$ cat src/rtl/keypad_pkg.sv
// ---------------------------------------------------------------------------
// keypad_pkg
//   Shared types and constants for the keypad code-entry block.
//   - state_t          : entry FSM states (IDLE / ENTRY / SUBMIT)
//   - KEY_CLEAR/ENTER  : special key ids on the keypad scanner bus
//   - MAX_CODE         : largest value accepted as an access code
//   - LOCKOUT_ERR_LIMIT: consecutive errors that trigger a lockout
//                        (only meaningful with KEYPAD_LOCKOUT_EN)
//   - ACC_W            : decimal accumulator width (holds up to 99)
// ---------------------------------------------------------------------------
package keypad_pkg;

    typedef enum logic [1:0] {
        IDLE   = 2'd0,
        ENTRY  = 2'd1,
        SUBMIT = 2'd2
    } state_t;

    localparam logic [3:0]  KEY_CLEAR         = 4'hA;
    localparam logic [3:0]  KEY_ENTER         = 4'hB;
    localparam int unsigned MAX_CODE          = 15;
    localparam int unsigned LOCKOUT_ERR_LIMIT = 3;
    localparam int          ACC_W             = 7;

    function automatic logic is_digit(input logic [3:0] k);
        return (k <= 4'd9);
    endfunction

endpackage

$ cat src/rtl/key_debounce.sv
// ---------------------------------------------------------------------------
// key_debounce
//   Synchronises the raw keypad lines into the clk domain and turns a stable
//   key press into a single one-cycle event. A press is accepted only after
//   key_press/key_code have been unchanged for DEBOUNCE_CYCLES cycles while
//   armed; the debouncer then disarms and re-arms only after key_press=0 has
//   been stable for DEBOUNCE_CYCLES. Holding a key gives exactly one event.
//   Reset leaves it disarmed with a low sampled level, so a key held through
//   reset must be released and pressed again.
// Ports
//   clk        in   system clock
//   rst        in   synchronous active-high reset
//   key_press  in   raw key-down level (asynchronous, may bounce)
//   key_code   in   raw key id
//   key_evt    out  one-cycle accepted-press pulse
//   key_val    out  key id belonging to key_evt
// ---------------------------------------------------------------------------
module key_debounce #(
    parameter int DEBOUNCE_CYCLES = 16
) (
    input  logic       clk,
    input  logic       rst,
    input  logic       key_press,
    input  logic [3:0] key_code,
    output logic       key_evt,
    output logic [3:0] key_val
);

    localparam int CNT_W = $clog2(DEBOUNCE_CYCLES + 1);

    logic             press_p0, press_p1, press_p2;
    logic [3:0]       code_p0, code_p1, code_p2;
    logic [CNT_W-1:0] stable_cnt;
    logic             armed;
    logic             changed;
    logic             stable;

    // p2 holds the previous synchronised sample; any difference restarts the count
    assign changed = (press_p1 != press_p2) || (code_p1 != code_p2);
    assign stable  = !changed && (stable_cnt == CNT_W'(DEBOUNCE_CYCLES - 1));

    always_ff @(posedge clk) begin
        if (rst) begin
            press_p0   <= 1'b0;
            press_p1   <= 1'b0;
            press_p2   <= 1'b0;
            code_p0    <= '0;
            code_p1    <= '0;
            code_p2    <= '0;
            stable_cnt <= '0;
            armed      <= 1'b0;
            key_evt    <= 1'b0;
            key_val    <= '0;
        end else begin
            // stage p0/p1: two-flop synchroniser, stage p2: last-seen sample
            press_p0 <= key_press;
            press_p1 <= press_p0;
            press_p2 <= press_p1;
            code_p0  <= key_code;
            code_p1  <= code_p0;
            code_p2  <= code_p1;
            key_evt  <= 1'b0;

            // Count saturates at DEBOUNCE_CYCLES-1; "stable" stays true while nothing moves
            if (changed) begin
                stable_cnt <= '0;
            end else if (!stable) begin
                stable_cnt <= stable_cnt + 1'b1;
            end

            if (stable) begin
                if (press_p2) begin
                    if (armed) begin
                        key_evt <= 1'b1;
                        key_val <= code_p2;
                        armed   <= 1'b0;
                    end
                end else begin
                    armed <= 1'b1;
                end
            end
        end
    end

endmodule

$ cat src/rtl/keypad_code_entry.sv
// ---------------------------------------------------------------------------
// keypad_code_entry
//   Front end of the door access controller. Debounces keypad presses,
//   accumulates up to MAX_DIGITS decimal digits and, on ENTER, presents a
//   4-bit access_code with a one-cycle validate_code pulse. CLEAR and an
//   inter-key timeout discard a partial entry silently; ENTER with no digits,
//   a value above 15, or too many digits produce a one-cycle entry_error.
//   validate_code follows the ENTER key event by two cycles.
// Configuration
//   KEYPAD_LOCKOUT_EN : when defined, three consecutive entry_error pulses
//                       lock the keypad for LOCKOUT_CYCLES cycles. Any
//                       validate_code clears the error run. Without the
//                       macro, locked is constant 0.
// Ports
//   clk            in   system clock
//   rst            in   synchronous active-high reset
//   key_press      in   raw key-down level
//   key_code       in   raw key id (0-9 digit, A clear, B enter, C-F ignored)
//   access_code    out  last accepted code, held until the next acceptance
//   validate_code  out  one-cycle pulse, access_code is fresh
//   entry_error    out  one-cycle pulse, rejected entry
//   entry_active   out  high while digits are being collected
//   locked         out  lockout in progress
// ---------------------------------------------------------------------------
module keypad_code_entry
    import keypad_pkg::*;
#(
    parameter int DEBOUNCE_CYCLES = 16,
    parameter int ENTRY_TIMEOUT   = 1000,
    parameter int MAX_DIGITS      = 2,
    parameter int LOCKOUT_CYCLES  = 4096
) (
    input  logic       clk,
    input  logic       rst,
    input  logic       key_press,
    input  logic [3:0] key_code,
    output logic [3:0] access_code,
    output logic       validate_code,
    output logic       entry_error,
    output logic       entry_active,
    output logic       locked
);

    localparam int DIG_W = $clog2(MAX_DIGITS + 1);
    localparam int TMR_W = $clog2(ENTRY_TIMEOUT + 1);

    logic             key_evt;
    logic [3:0]       key_val;
    logic             lock_active;
    state_t           state;
    logic [ACC_W-1:0] acc;
    logic [DIG_W-1:0] dig_cnt;
    logic [TMR_W-1:0] timer;

    // acc*10 + d built from shifts; the operand is at most a single digit here
    function automatic logic [ACC_W-1:0] mul10_add(input logic [ACC_W-1:0] a,
                                                   input logic [3:0]       d);
        return (a << 3) + (a << 1) + ACC_W'(d);
    endfunction

    function automatic logic [TMR_W-1:0] sat_inc(input logic [TMR_W-1:0] v);
        return (v == '1) ? v : v + 1'b1;
    endfunction

    key_debounce #(
        .DEBOUNCE_CYCLES(DEBOUNCE_CYCLES)
    ) u_debounce (
        .clk      (clk),
        .rst      (rst),
        .key_press(key_press),
        .key_code (key_code),
        .key_evt  (key_evt),
        .key_val  (key_val)
    );

    assign entry_active = (state == ENTRY);

    always_ff @(posedge clk) begin
        if (rst) begin
            state         <= IDLE;
            acc           <= '0;
            dig_cnt       <= '0;
            timer         <= '0;
            access_code   <= '0;
            validate_code <= 1'b0;
            entry_error   <= 1'b0;
        end else begin
            validate_code <= 1'b0;
            entry_error   <= 1'b0;

            if (lock_active) begin
                // Key events are dropped and any entry is abandoned while locked
                state   <= IDLE;
                acc     <= '0;
                dig_cnt <= '0;
                timer   <= '0;
            end else begin
                case (state)
                    IDLE: begin
                        timer <= '0;
                        if (key_evt) begin
                            if (is_digit(key_val)) begin
                                acc     <= ACC_W'(key_val);
                                dig_cnt <= DIG_W'(1);
                                state   <= ENTRY;
                            end else if (key_val == KEY_ENTER) begin
                                entry_error <= 1'b1;
                            end
                        end
                    end

                    ENTRY: begin
                        // A key event takes priority over a coincident timeout
                        if (key_evt) begin
                            timer <= '0;
                            if (is_digit(key_val)) begin
                                if (dig_cnt < DIG_W'(MAX_DIGITS)) begin
                                    acc     <= mul10_add(acc, key_val);
                                    dig_cnt <= dig_cnt + 1'b1;
                                end else begin
                                    entry_error <= 1'b1;
                                    acc         <= '0;
                                    dig_cnt     <= '0;
                                    state       <= IDLE;
                                end
                            end else if (key_val == KEY_CLEAR) begin
                                acc     <= '0;
                                dig_cnt <= '0;
                                state   <= IDLE;
                            end else if (key_val == KEY_ENTER) begin
                                state <= SUBMIT;
                            end
                        end else if (timer == TMR_W'(ENTRY_TIMEOUT - 1)) begin
                            acc     <= '0;
                            dig_cnt <= '0;
                            timer   <= '0;
                            state   <= IDLE;
                        end else begin
                            timer <= sat_inc(timer);
                        end
                    end

                    SUBMIT: begin
                        if (acc <= ACC_W'(MAX_CODE)) begin
                            access_code   <= acc[3:0];
                            validate_code <= 1'b1;
                        end else begin
                            entry_error <= 1'b1;
                        end
                        acc     <= '0;
                        dig_cnt <= '0;
                        timer   <= '0;
                        state   <= IDLE;
                    end

                    default: begin
                        state <= IDLE;
                    end
                endcase
            end
        end
    end

`ifdef KEYPAD_LOCKOUT_EN
    localparam int LK_W = $clog2(LOCKOUT_CYCLES + 1);

    logic [1:0]      err_cnt;
    logic [LK_W-1:0] lock_timer;

    // Watches the registered pulses, so locking starts the cycle after the third error
    always_ff @(posedge clk) begin
        if (rst) begin
            locked     <= 1'b0;
            err_cnt    <= '0;
            lock_timer <= '0;
        end else if (locked) begin
            if (lock_timer == LK_W'(LOCKOUT_CYCLES - 1)) begin
                locked     <= 1'b0;
                err_cnt    <= '0;
                lock_timer <= '0;
            end else begin
                lock_timer <= lock_timer + 1'b1;
            end
        end else if (validate_code) begin
            err_cnt <= '0;
        end else if (entry_error) begin
            if (err_cnt == 2'(LOCKOUT_ERR_LIMIT - 1)) begin
                locked     <= 1'b1;
                lock_timer <= '0;
                err_cnt    <= '0;
            end else begin
                err_cnt <= err_cnt + 1'b1;
            end
        end
    end

    assign lock_active = locked;
`else
    assign locked      = 1'b0;
    assign lock_active = 1'b0;
`endif

endmodule

$ cat config.mk
export PLATFORM = sky130hd
export DESIGN_NAME = keypad_code_entry
export DESIGN_NICKNAME = d
export VERILOG_FILES = /design/src/rtl/keypad_pkg.sv /design/src/rtl/key_debounce.sv /design/src/rtl/keypad_code_entry.sv
export SDC_FILE = /design/constraint.sdc
export NUM_CORES = 1
export LEC_CHECK = 0
export ABC_CLOCK_PERIOD_IN_PS = 6500
export CORE_ASPECT_RATIO = 0.5
export CORE_MARGIN = 2
export CORE_UTILIZATION = 40
export CTS_BUF_LIST = sky130_fd_sc_hd__clkbuf_8
export DETAILED_ROUTE_END_ITERATION = 8
export GPL_TIMING_DRIVEN = 0
export PLACE_DENSITY = 0.58
export SYNTH_ARGS = -nofsm -noshare
export SYNTH_HDL_FRONTEND = slang
export SYNTH_SLANG_ARGS = --single-unit
export TNS_END_PERCENT = 10
$ cat constraint.sdc
create_clock -name clk -period 6.5 [get_ports clk]
set_input_delay 1.3 -clock clk [delete_from_list [all_inputs] [get_ports clk]]
set_output_delay 1.3 -clock clk [all_outputs]
set_load 0.05 [all_outputs]
; After elaboration in Yosys (flattened, before gate mapping)
; Index checks and enable logic that the tools add are counted.
; W data, S select, Z words.
[classes]
n_mux = 37
shift = 0
add_sub_neg = 5
n_reduce_logical = 15
n_eq_ne = 16
n_bitwise = 3
magnitude_cmp = 3
mul = 0
n_div = 0
[ops]
columns = operator, n
row1 = $mux W7, 7
row2 = $mux W10, 3
row3 = $mux W2, 12
row4 = $pmux W7 S3, 1
row5 = $eq A10 B10 Y1 const B, 2
row6 = $pmux W10 S2, 1
row7 = $add A10 B1 Y10 const B, 1
row8 = $mux W1, 10
row9 = $reduce_and A5 Y1, 2
row10 = $eq A4 B4 Y1 const B, 2
row11 = $ne A4 B4 Y1 const B, 2
row12 = $add A7 B4 Y7, 1
row13 = $add A7 B7 Y7, 1
row14 = $le A7 B4 Y1 const B, 1
row15 = $pmux W2 S3, 1
row16 = $reduce_or A2 Y1, 3
row17 = $add A5 B1 Y5 const B, 1
row18 = $eq A5 B4 Y1 const B, 1
row19 = $ne A5 B5 Y1 const B, 1
row20 = $le A4 B4 Y1 const B, 1
row21 = $ne A4 B3 Y1 const B, 1
row22 = $ne A4 B4 Y1, 1
row23 = $pmux W2 S2, 1
row24 = $reduce_and A2 Y1, 2
row25 = 18 further kinds, 20
[word_totals]
input_bits = 7
regBits = 53
out_inout_bits = 8
wordCells = 96
latchBits = 0
romBits = 0
ramBits = 0
memories = 0

; Depth between registers and ports, before layout
[depth]
depth_word = 6
depth_mapped = 10
mapped_depth_nobuf = 9

; Hierarchy
; From an unflattened synthesis, not the netlist that was laid out.
[hier_totals]
cells_unflattened = 277
hier_area_um2 = 2662.6
[modules_own_cells]
columns = module, cells_per_inst, seq_area_each_um2, n_inst, area_each_um2
row1 = keypad_code_entry, 189, 540.5, 1, 1712.9
row2 = key_debounce, 88, 520.5, 1, 949.7

; Worst setup path after synthesis
; OpenSTA, ideal clock, no wires.
[synth_path]
path_type = register to register
startpoint = register u_debounce.key_val[3]
endpoint = register acc[6]
n_path_buf = 1
stages_incl_launch_ff = 11
setup_slack_ns = 4.121
required_time_ns = 6.429
setup_time_ns = 0.071
synth_period_minus_slack_ns = 2.379
t_arrival_ns = 2.308
path_cell_list = dfxtp_1 > clkbuf_1 > inv_1 > fa_1 > inv_1 > fa_1 > a21o_1 > a21oi_1 > xnor2_1 > nand3_1 > a21oi_1
[synth_via]
elab_chain_cells = 5
elab_cells_between_ends = 10
cone_classes = add/sub: 1 / order compare: 1 / eq/ne: 3 / mux: 4 / reduce/logical: 1
[synth_rtl]
columns = element, line_no
row1 = from (decl), key_debounce.sv:26  ; output logic [3:0] key_val
row2 = from (signal assigned), key_debounce.sv:75  ; key_val <= code_p2;
row3 = $add A7 B4 Y7, keypad_code_entry.sv:58  ; return (a << 3) + (a << 1) + ACC_W'(d);
row4 = $mux W7, keypad_code_entry.sv:117  ; if (dig_cnt < DIG_W'(MAX_DIGITS)) begin
row5 = $mux W7, keypad_code_entry.sv:116  ; if (is_digit(key_val)) begin
row6 = $mux W7, keypad_code_entry.sv:114  ; if (key_evt) begin
row7 = $pmux W7 S3, keypad_code_entry.sv:98  ; case (state)
row8 = to (signal assigned), keypad_code_entry.sv:103  ; acc <= ACC_W'(key_val);
row9 = to (signal assigned), keypad_code_entry.sv:118  ; acc <= mul10_add(acc, key_val);
row10 = to (decl), keypad_code_entry.sv:51  ; logic [ACC_W-1:0] acc;
; Several ways; a longest one is shown, not always the timed one.
; A chain may end at the register's enable or synchronous reset.

; Worst setup path after layout
[layout_path]
startpoint = register state[1]
endpoint = output entry_active
[layout_via]
elab_chain_cells = 1
[layout_rtl]
columns = element, line_no
row1 = from (decl), keypad_code_entry.sv:50  ; state_t state;
row2 = from (signal assigned), keypad_code_entry.sv:80  ; state <= IDLE;
row3 = from (signal assigned), keypad_code_entry.sv:93  ; state <= IDLE;
row4 = from (signal assigned), keypad_code_entry.sv:105  ; state <= ENTRY;
row5 = $eq A2 B1 Y1, keypad_code_entry.sv:76  ; assign entry_active = (state == ENTRY);
row6 = to (decl), keypad_code_entry.sv:40  ; output logic entry_active,
; No other way between the ends.

==> impl_metrics.toml <==
[status]
run_status = "completed"

[routing]
drt.antenna.violating_nets = 0
dr.pass1.iters = 4
vias = 1977
routed_wl_um = 5080
drt_iter0_drc = 89
drc_errors = 0
wl_per_cell_um = 12.9
via_per_inst = 5.01

[clocking]
cts_buffers = 5
post_cts_buffers = 0
cts.sinks = 53
cts_tree = "done"
cts-htree-levels = 2
clockBufferDepth = 2
post_cts_resized = 0
ctsRootBufferMaster = "clkbuf_8"
cts_hold_buf = 0
clk_latency_ps = 310
clk_pin_slew_worst_paths_ps = 100

[placed_design]
port_buffers = 12
gp_congestion = 0.817
place_hpwl_um = 3740
place_ws_ps = 3830

[die]
fp.dieArea_um2 = 7290
die_h_um = 61.4
ioPinCount = 15
core_um2 = 6210
start_util_pct = 42.4
rows = 20
die_x_um = 119

[setup_path]
required_ps = 5200
path_cells = "inv_1, ha_1, clkdlybuf4s50_1"
startpoint = "state[1]"
worstReg2RegStart = "u_debounce.key_val[3]"
cp_slowest_stage_delay_ps = 800
r2r_setup_slack_ps = 3840
critical_path_arrival_ps = 1710
crit_slowest_cell = "clkdlybuf4s50_1"
r2r.worst_path.cells = 10
critPathKind = "reg2out"
cp_max_fo = 4
reg2reg_to = "acc[6]"
start_kind = "flop"
worst_setup_path_end_kind = "output pin"

[hold_path]
min_path_cells = 1
hp-class = "reg2reg"
whs_endpoint = "u_debounce.code_p1[3]"
min_from = "u_debounce.code_p0[3]"

[sta]
holdWs_ps = 442
hold_viol_final = 0
period_needed_ps = 3010
setup_viol = 0
drv_slew = 0
clock-skew-final_ps = 5.85
tns_ps = 0
period_share_pct = 46.2
fin_ws_ps = 3490
fmax_mhz = 333
rsz0062_at_grt = "no"
relSlewSlack_pct = 52.7
tightest_slew_ps = 704

[logic_synthesis]
synth_flop_cell = "dfxtp_1"
syn_area_um2 = 2630
ys_seq_elements = 53
postSynthCellCount = 287
ys_warn_count = 0
synth_common_cells = "dfxtp_1 (53), nor2_1 (35), nor2b_1 (20)"
yosysTopAreaCell = "dfxtp_1"
synthTopCellsByArea = "dfxtp_1 (40%), ha_1 (7.1%), mux2i_1 (5.3%)"
synth.most_common_cell = "dfxtp_1"
synth.distinct_cells = 53
synth_top_area_share_pct = 40.3
seq_area_frac_synth_pct = 40.3
syn_area_per_cell_um2 = 9.18
synth-edff-count = 0
syn_nets = 311
async_flop_share_pct = 0

[grt]
grt_pass1_vias = 1905
grt_max_degree = 18
antenna_found_initial = 0
grt_pass1_wl_um = 8910
track_usage_pct = 15.5
grt.overflow.total = 0

[layout]
diodes = 0
syn2layout_area_growth_pct = 12.5
drive_above_1_share_pct = 7.17
final_util_pct = 47.8
nets = 330

[power]
peakVddDrop_uv = 109
power.density_nw_per_um2 = 203
power.static_leakage_nw = 1.24

[run]
max_cap_viol_count = 0
layout make-up:
type / count / area [µm²]
Fill cell: 615 / 3240
Multi-Input combinational cell: 208 / 1460
Sequential cell: 53 / 1060
Timing Repair Buffer: 12 / 120
Tap cell: 88 / 110
Clock buffer: 6 / 82.6
Buffer: 14 / 66.3
Inverter: 12 / 45.0
Clock inverter: 2 / 17.5
power breakdown:
group / switching (mW) / internal (mW) / total [mW] / leakage (nW)
combinational: 0.0335 / 0.0252 / 0.0587 / 0.756
sequential: 0.00583 / 0.332 / 0.338 / 0.430
clock: 0.115 / 0.0887 / 0.203 / 0.0518
layer usage:
metal | global-route usage [%] | routed length (µm) | share of wire (%)
met5 | 0 | 0 | 0
met1 | 20.8 | 2660 | 52
met2 | 26.1 | 2210 | 44
met4 | 4.08 | 38 | 0.75
met3 | 3.33 | 167 | 3.3
stage by stage:
stage	area, µm²	power, mW	instances
global route	2960	0.628	395
detailed placement	2860	0.405	387
CTS	2960	0.607	395
floorplan	2630	0.390	287
finish	2960	0.600	395
global placement	2860	0.403	387
state kept, by name, summed over array words and instances, names as in the netlist:
signal,flops
u_debounce.press_p0,1
u_debounce.code_p1,4
timer,10
acc,7
entry_error,1
u_debounce.key_evt,1
u_debounce.code_p0,4
u_debounce.code_p2,4
u_debounce.press_p2,1
u_debounce.stable_cnt,5
dig_cnt,2
u_debounce.key_val,4
access_code,4
u_debounce.armed,1
validate_code,1
state,2
u_debounce.press_p1,1
worst max-delay path by stage:
| stage | end | slack [ps] |
|---|---|---|
| floorplan | acc[6] | 4120 |
| global placement | entry_active | 3850 |
| detailed placement | entry_active | 3830 |
| CTS | entry_active | 3480 |
| global route | entry_active | 3430 |
| finish | entry_active | 3490 |
worst max-delay path: cells and delay by family (launching register included):
kind	cells	cell delay [ps]
flip-flops	1	350
buffers and inverters	2	890
adder cells (fa/ha/maj)	1	160
cell usage in the layout, fill, tap and decap left out, types with 6 or more instances in the layout:
master / instances
dfxtp_1: 53
nor2_1: 35
nor2b_1: 20
a21oi_1: 16
ha_1: 15
mux2i_1: 14
inv_1: 12
clkdlybuf4s50_1: 12
nand3_1: 11
clkbuf_1: 10
nor3_1: 8
nand2_1: 8
xor2_1: 7
xnor2_1: 6
clkbuf_8: 6
kinds of logic after synthesis:
| family | Yosys count | share of synthesized area [%] |
|---|---|---|
| AND/OR/NAND/NOR | 115 | 24.0 |
| flip-flops | 53 | 40.3 |
| AO/OA/AOI/OAI | 48 | 13.1 |
| buffers and inverters | 26 | 4.23 |
| adder cells (fa/ha/maj) | 17 | 8.65 |
| multiplexers | 14 | 5.32 |
| XOR/XNOR | 13 | 4.32 |
| other | 1 | 0.142 |
No activity file was read; power rests on OpenSTA's default activity.
==> patch 1: new RTL, same settings <==
`DEBOUNCE_CYCLES` is set to 16 in 2 places; all go to 32.
--- a/src/rtl/key_debounce.sv
+++ b/src/rtl/key_debounce.sv
@@ -17,5 +17,5 @@
 // ---------------------------------------------------------------------------
 module key_debounce #(
-    parameter int DEBOUNCE_CYCLES = 16
+    parameter int DEBOUNCE_CYCLES = 32
 ) (
     input  logic       clk,
--- a/src/rtl/keypad_code_entry.sv
+++ b/src/rtl/keypad_code_entry.sv
@@ -26,5 +26,5 @@
     import keypad_pkg::*;
 #(
-    parameter int DEBOUNCE_CYCLES = 16,
+    parameter int DEBOUNCE_CYCLES = 32,
     parameter int ENTRY_TIMEOUT   = 1000,
     parameter int MAX_DIGITS      = 2,
Check against the original RTL: no difference found for any inputs over 10 cycles, from zero or initial values and one cycle with rst high; that may be too few to reach the edited logic, so the function may still have changed.
==> patch 1 against the unedited design <==
Wire length rose by 6.0%; sequential cell count grew 1; register-to-register slack improved by 90 ps; area after synthesis shrank 0.81%; cell area rose by 0.17%; setup slack lost 220 ps; power is 6.4% higher; cell count decreased by 0.25%; largest cell class unchanged; highest routed layer unchanged.
==> patch 1: results (changes against the unedited design) <==
Parameter                              Value

Route
  Vias after detailed routing ... 2057 (was 1977)
  Routed length per instance ... 13.7 um (was 12.9 um)
  Number of violations reported at the end of detailed-routing iteration 0 ... 101 (was 89)

Placed design
  RePlAce Congestion ... 0.802 (was 0.817)
  Placement-stage cell area ... 2850 um2 (was 2860 um2)
  Detailed-placement wirelength estimate ... 3900 um (was 3740 um)
  Worst-case setup slack after placement ... 3410 ps (was 3830 ps)
  Number of I/O port buffers ... 13 (was 12)

Synthesis
  Largest cells by area after synthesis ... dfxtp_1 41%, ha_1 6.7%, nor2_1 5.7% (was dfxtp_1 40%, ha_1 7.1%, mux2i_1 5.3%)
  Synthesized-area fraction occupied by xor and xnor cells ... 4.36% (was 4.32%)
  Netlist cell types ... 52 (was 53)
  Synthesized netlist net count ... 308 (was 311)
  Sequential area share after synthesis ... 41.4% (was 40.3%)
  Leading cell types by count after synthesis ... 54 x dfxtp_1, 40 x nor2_1, 16 x nor2b_1, 15 x nand3_1 (was 53 x dfxtp_1, 35 x nor2_1, 20 x nor2b_1, 16 x a21oi_1, 15 x ha_1)

Global route
  Global-route wire length before repair ... 9050 um (was 8910 um)
  Overall routing resource usage ... 16.1% (was 15.5%)
  Pin count of the biggest net entering global routing ... 19 (was 18)

Final layout
  Fraction of layout cells with a size suffix above 1 ... 6.54% (was 7.17%)
  Largest registers ... timer x10, acc x7, u_debounce.stable_cnt x6 (was timer x10, acc x7, u_debounce.stable_cnt x5)

Run status
  Run status ... finished, final reports clean (unchanged)

Timing
  Max-Slew Margin vs Limit ... 32.3% (was 52.7%)
  Clock Skews ... 5.02 ps (was 5.85 ps)
  Final critical-path share of the clock period ... 49.6% (was 46.2%)

Setup path
  Critical-path maximum fanout ... 7 (was 4)
  Slowest-stage cell, CP ... clkdlybuf4s50_1 (unchanged)
  Maximum cell stage delay along the critical path ... 860 ps (was 800 ps)

Pwr
  Largest vdd supply drop ... 115 uV (was 109 uV)
  Cell leakage power ... 1.08 nW (was 1.24 nW)
[patch 1: cell types whose count changed after synthesis, moves of 4 or more]
cell | unedited run | this run
xor2_1 | 7 | 0
nor2b_1 | 20 | 16
nor3_1 | 8 | 13
xnor2_1 | 6 | 13
nand3_1 | 11 | 15
a21oi_1 | 16 | 10
nor2_1 | 35 | 40
[patch 1: routing by layer]
metal	up-vias	GRT usage, %	wire, um
met4	0	5.68	68
li1	1034	-	-
met3	8	4.17	189
met1	984	22.0	2850
met2	31	25.4	2280
met5	-	0	0
[patch 1: area by class of cell]
type | instances | area [um2]
Tap cell | 88 | 110
Fill cell | 603 | 3210
Multi-Input combinational cell | 208 | 1430
Clock buffer | 5 | 68.8
Clock inverter | 3 | 47.5
Buffer | 11 | 53.8
Timing Repair Buffer | 13 | 130
Sequential cell | 54 | 1080
Inverter | 12 | 45.0
[patch 1: kinds of logic after synthesis]
group / after synthesis
mux: 14
other cells: 1
fa+ha+maj: 16
flops: 54
xor+xnor: 13
compound gates: 49
buf+inv: 23
simple gates: 115
[patch 1: worst paths after layout]
check             depth (start not counted)                          endpoint  slack (ps)
hold / removal                            1  u_debounce.code_p1[0]$_SDFF_PP0_         450
setup reg to reg                          9               acc[6]$_SDFFE_PP0P_        3930
setup / recovery                          3                      entry_active        3280
hold reg to reg                           1  u_debounce.code_p1[0]$_SDFF_PP0_         450
[patch 1: through the flow]
| step | power (mW) | std cells |
|---|---|---|
| 5_1_grt | 0.668 | 394 |
| 3_5_place_dp | 0.412 | 386 |
| 6_report | 0.639 | 394 |
| 2_1_floorplan | 0.395 | 285 |
| 4_1_cts | 0.646 | 394 |
| 3_3_place_gp | 0.410 | 386 |
[patch 1: report_power, final]
| part | total, mW | internal, mW | switching [mW] | leakage (nW) |
|---|---|---|---|---|
| clock network | 0.235 | 0.117 | 0.118 | 0.0587 |
| logic | 0.0596 | 0.0256 | 0.0340 | 0.583 |
| registers | 0.344 | 0.338 | 0.00588 | 0.438 |
==> patch 2: new RTL, same flow settings <==
Made on the original files. Put one more register stage on the output `access_code`. The value now appears one clock later. The other outputs are not delayed to match. Comments in the files are not updated.
--- a/src/rtl/keypad_code_entry.sv
+++ b/src/rtl/keypad_code_entry.sv
@@ -45,4 +45,6 @@
     localparam int TMR_W = $clog2(ENTRY_TIMEOUT + 1);
 
+    logic [3:0] access_code_s0;
+
     logic             key_evt;
     logic [3:0]       key_val;
@@ -82,5 +84,5 @@
             dig_cnt       <= '0;
             timer         <= '0;
-            access_code   <= '0;
+            access_code_s0 <= '0;
             validate_code <= 1'b0;
             entry_error   <= 1'b0;
@@ -143,5 +145,5 @@
                     SUBMIT: begin
                         if (acc <= ACC_W'(MAX_CODE)) begin
-                            access_code   <= acc[3:0];
+                            access_code_s0 <= acc[3:0];
                             validate_code <= 1'b1;
                         end else begin
@@ -201,4 +203,8 @@
 `endif
 
+    always_ff @(posedge clk) begin
+        access_code <= access_code_s0;
+    end
+
 endmodule
 
Formal check against the unedited RTL: same outputs for any inputs over 10 cycles, from zero or initial values and one cycle with rst high; that may be too few to reach the edited logic, so the function may still have changed.
==> patch 2 against the unedited design <==
Combinational power is 12% higher; clock skew is 2.3 ps higher; power is 18% higher; sequential cell count is 4 higher; synthesized cell count is 1.7% lower; setup slack worse by 220 ps; area after synthesis is 0.62% lower; wire length is 2.1% lower; cell area is 1.9% higher.
==> patch 2: results (changes against the unedited design) <==
Parameter                              Value

Final layout
  Multi-input gates ... 201 (was 208)
  Post-route cell area ... 3020 um2 (was 2960 um2)
  Fill count ... 628 (was 615)
  Register fraction of the total cell area ... 37.8% (was 35.8%)
  Number of non-clock inverters ... 13 (was 12)
  Final-layout clock buffer total ... 10 (was 6)
  Fraction of layout cells with a size suffix above 1 ... 7.10% (was 7.17%)
  Number of inserted diodes ... 0 (unchanged)
  Clock network share of area ... 5.35% (was 3.38%)

Placed design
  Worst-case setup slack after placement ... 3530 ps (was 3830 ps)
  Placed cell count ... 383 (was 387)
  RePlAce Congestion ... 0.822 (was 0.817)
  Detailed-placement wirelength estimate ... 3510 um (was 3740 um)
  Placement-stage cell area ... 2860 um2 (about the same)
  Number of I/O port buffers ... 13 (was 12)

Synthesis
  Sequential area share after synthesis ... 43.6% (was 40.3%)
  Synthesized netlist net count ... 306 (was 311)
  Cell count after synthesis ... 282 (was 287)
  Leading cell types by count after synthesis ... 57 x dfxtp_1, 32 x nor2_1, 19 x nor2b_1, 15 x ha_1, 15 x nand2_1 (was 53 x dfxtp_1, 35 x nor2_1, 20 x nor2b_1, 16 x a21oi_1, 15 x ha_1)

Global route
  Global-route wire length before repair ... 8510 um (was 8910 um)
  Pin count of the biggest net entering global routing ... 11 (was 18)
  Overall routing resource usage ... 15.3% (was 15.5%)
  Number of global-route vias before repair ... 1817 (was 1905)

Setup path
  Critical-path maximum fanout ... 7 (was 4)
  Cell depth of the worst flop-to-flop path ... 9 (was 10)
  R2R Setup Slk ... 3990 ps (was 3840 ps)
  WP data arrival ... 1930 ps (was 1710 ps)

Floorplan
  Die outline area ... 7250 um2 (was 7290 um2)

Timing
  Final setup margin ... 3270 ps (was 3490 ps)
  Clock Skews ... 8.10 ps (was 5.85 ps)

Route
  Routed length per instance ... 12.5 um (was 12.9 um)
  Number of violations reported at the end of detailed-routing iteration 0 ... 84 (was 89)
  Vias per Instance ... 5.01 (about the same)

Pwr
  Cell leakage power ... 1.23 nW (was 1.24 nW)
  Largest vdd supply drop ... 153 uV (was 109 uV)

Run status
  Run status ... finished, final reports clean (unchanged)

CTS
  H-tree Lvls ... 3 (was 2)
  Clock buffer count from CTS ... 9 (was 5)
==> patch 2: how the worst min path moves through the flow <==
| stage | from | slack, ps | end | depth (start not counted) |
|---|---|---|---|---|
| floorplan | access_code_s0[0]$_SDFFE_PP0P_ | 330 | access_code[0]$_DFF_P_ | 0 |
| global placement | access_code_s0[2]$_SDFFE_PP0P_ | 340 | access_code[2]$_DFF_P_ | 0 |
| detailed placement | access_code_s0[0]$_SDFFE_PP0P_ | 340 | access_code[0]$_DFF_P_ | 0 |
| CTS | access_code_s0[2]$_SDFFE_PP0P_ | 350 | access_code[2]$_DFF_P_ | 0 |
| global route | access_code_s0[3]$_SDFFE_PP0P_ | 360 | access_code[3]$_DFF_P_ | 0 |
| finish | access_code_s0[2]$_SDFFE_PP0P_ | 350 | access_code[2]$_DFF_P_ | 0 |
==> patch 2: layer usage <==
layer,vias up,wire (um),global-route usage [%]
li1,1030,-,-
met1,925,2660,19.4
met2,31,2070,24.6
met3,6,214,6.57
met4,0,27,4.08
met5,-,0,0
==> patch 2: power breakdown <==
part           switching, mW  total [mW]  internal [mW]  leakage [nW]
logic                 0.0387      0.0655         0.0268         0.675
registers            0.00640       0.364          0.358         0.462
clock network          0.134       0.277          0.142        0.0929
total                  0.179       0.706          0.527          1.23
==> patch 2: cell families (layout without fill, tap and decap cells) <==
family / Yosys count / count (layout) / synth area share [%]
buf+inv: 24 / 52 / 3.68
xor+xnor: 12 / 12 / 4.02
compound gates: 43 / 43 / 11.8
flops: 57 / 57 / 43.6
fa+ha+maj: 17 / 17 / 8.70
other cells: 1 / 1 / 0.143
mux: 12 / 12 / 4.64
simple gates: 116 / 116 / 23.4
==> patch 2: worst max-delay path: cells and delay by family (launching register included) <==
kind / cells / cell delay [ps]
flops: 1 / 340
fa+ha+maj: 1 / 310
buf+inv: 2 / 940
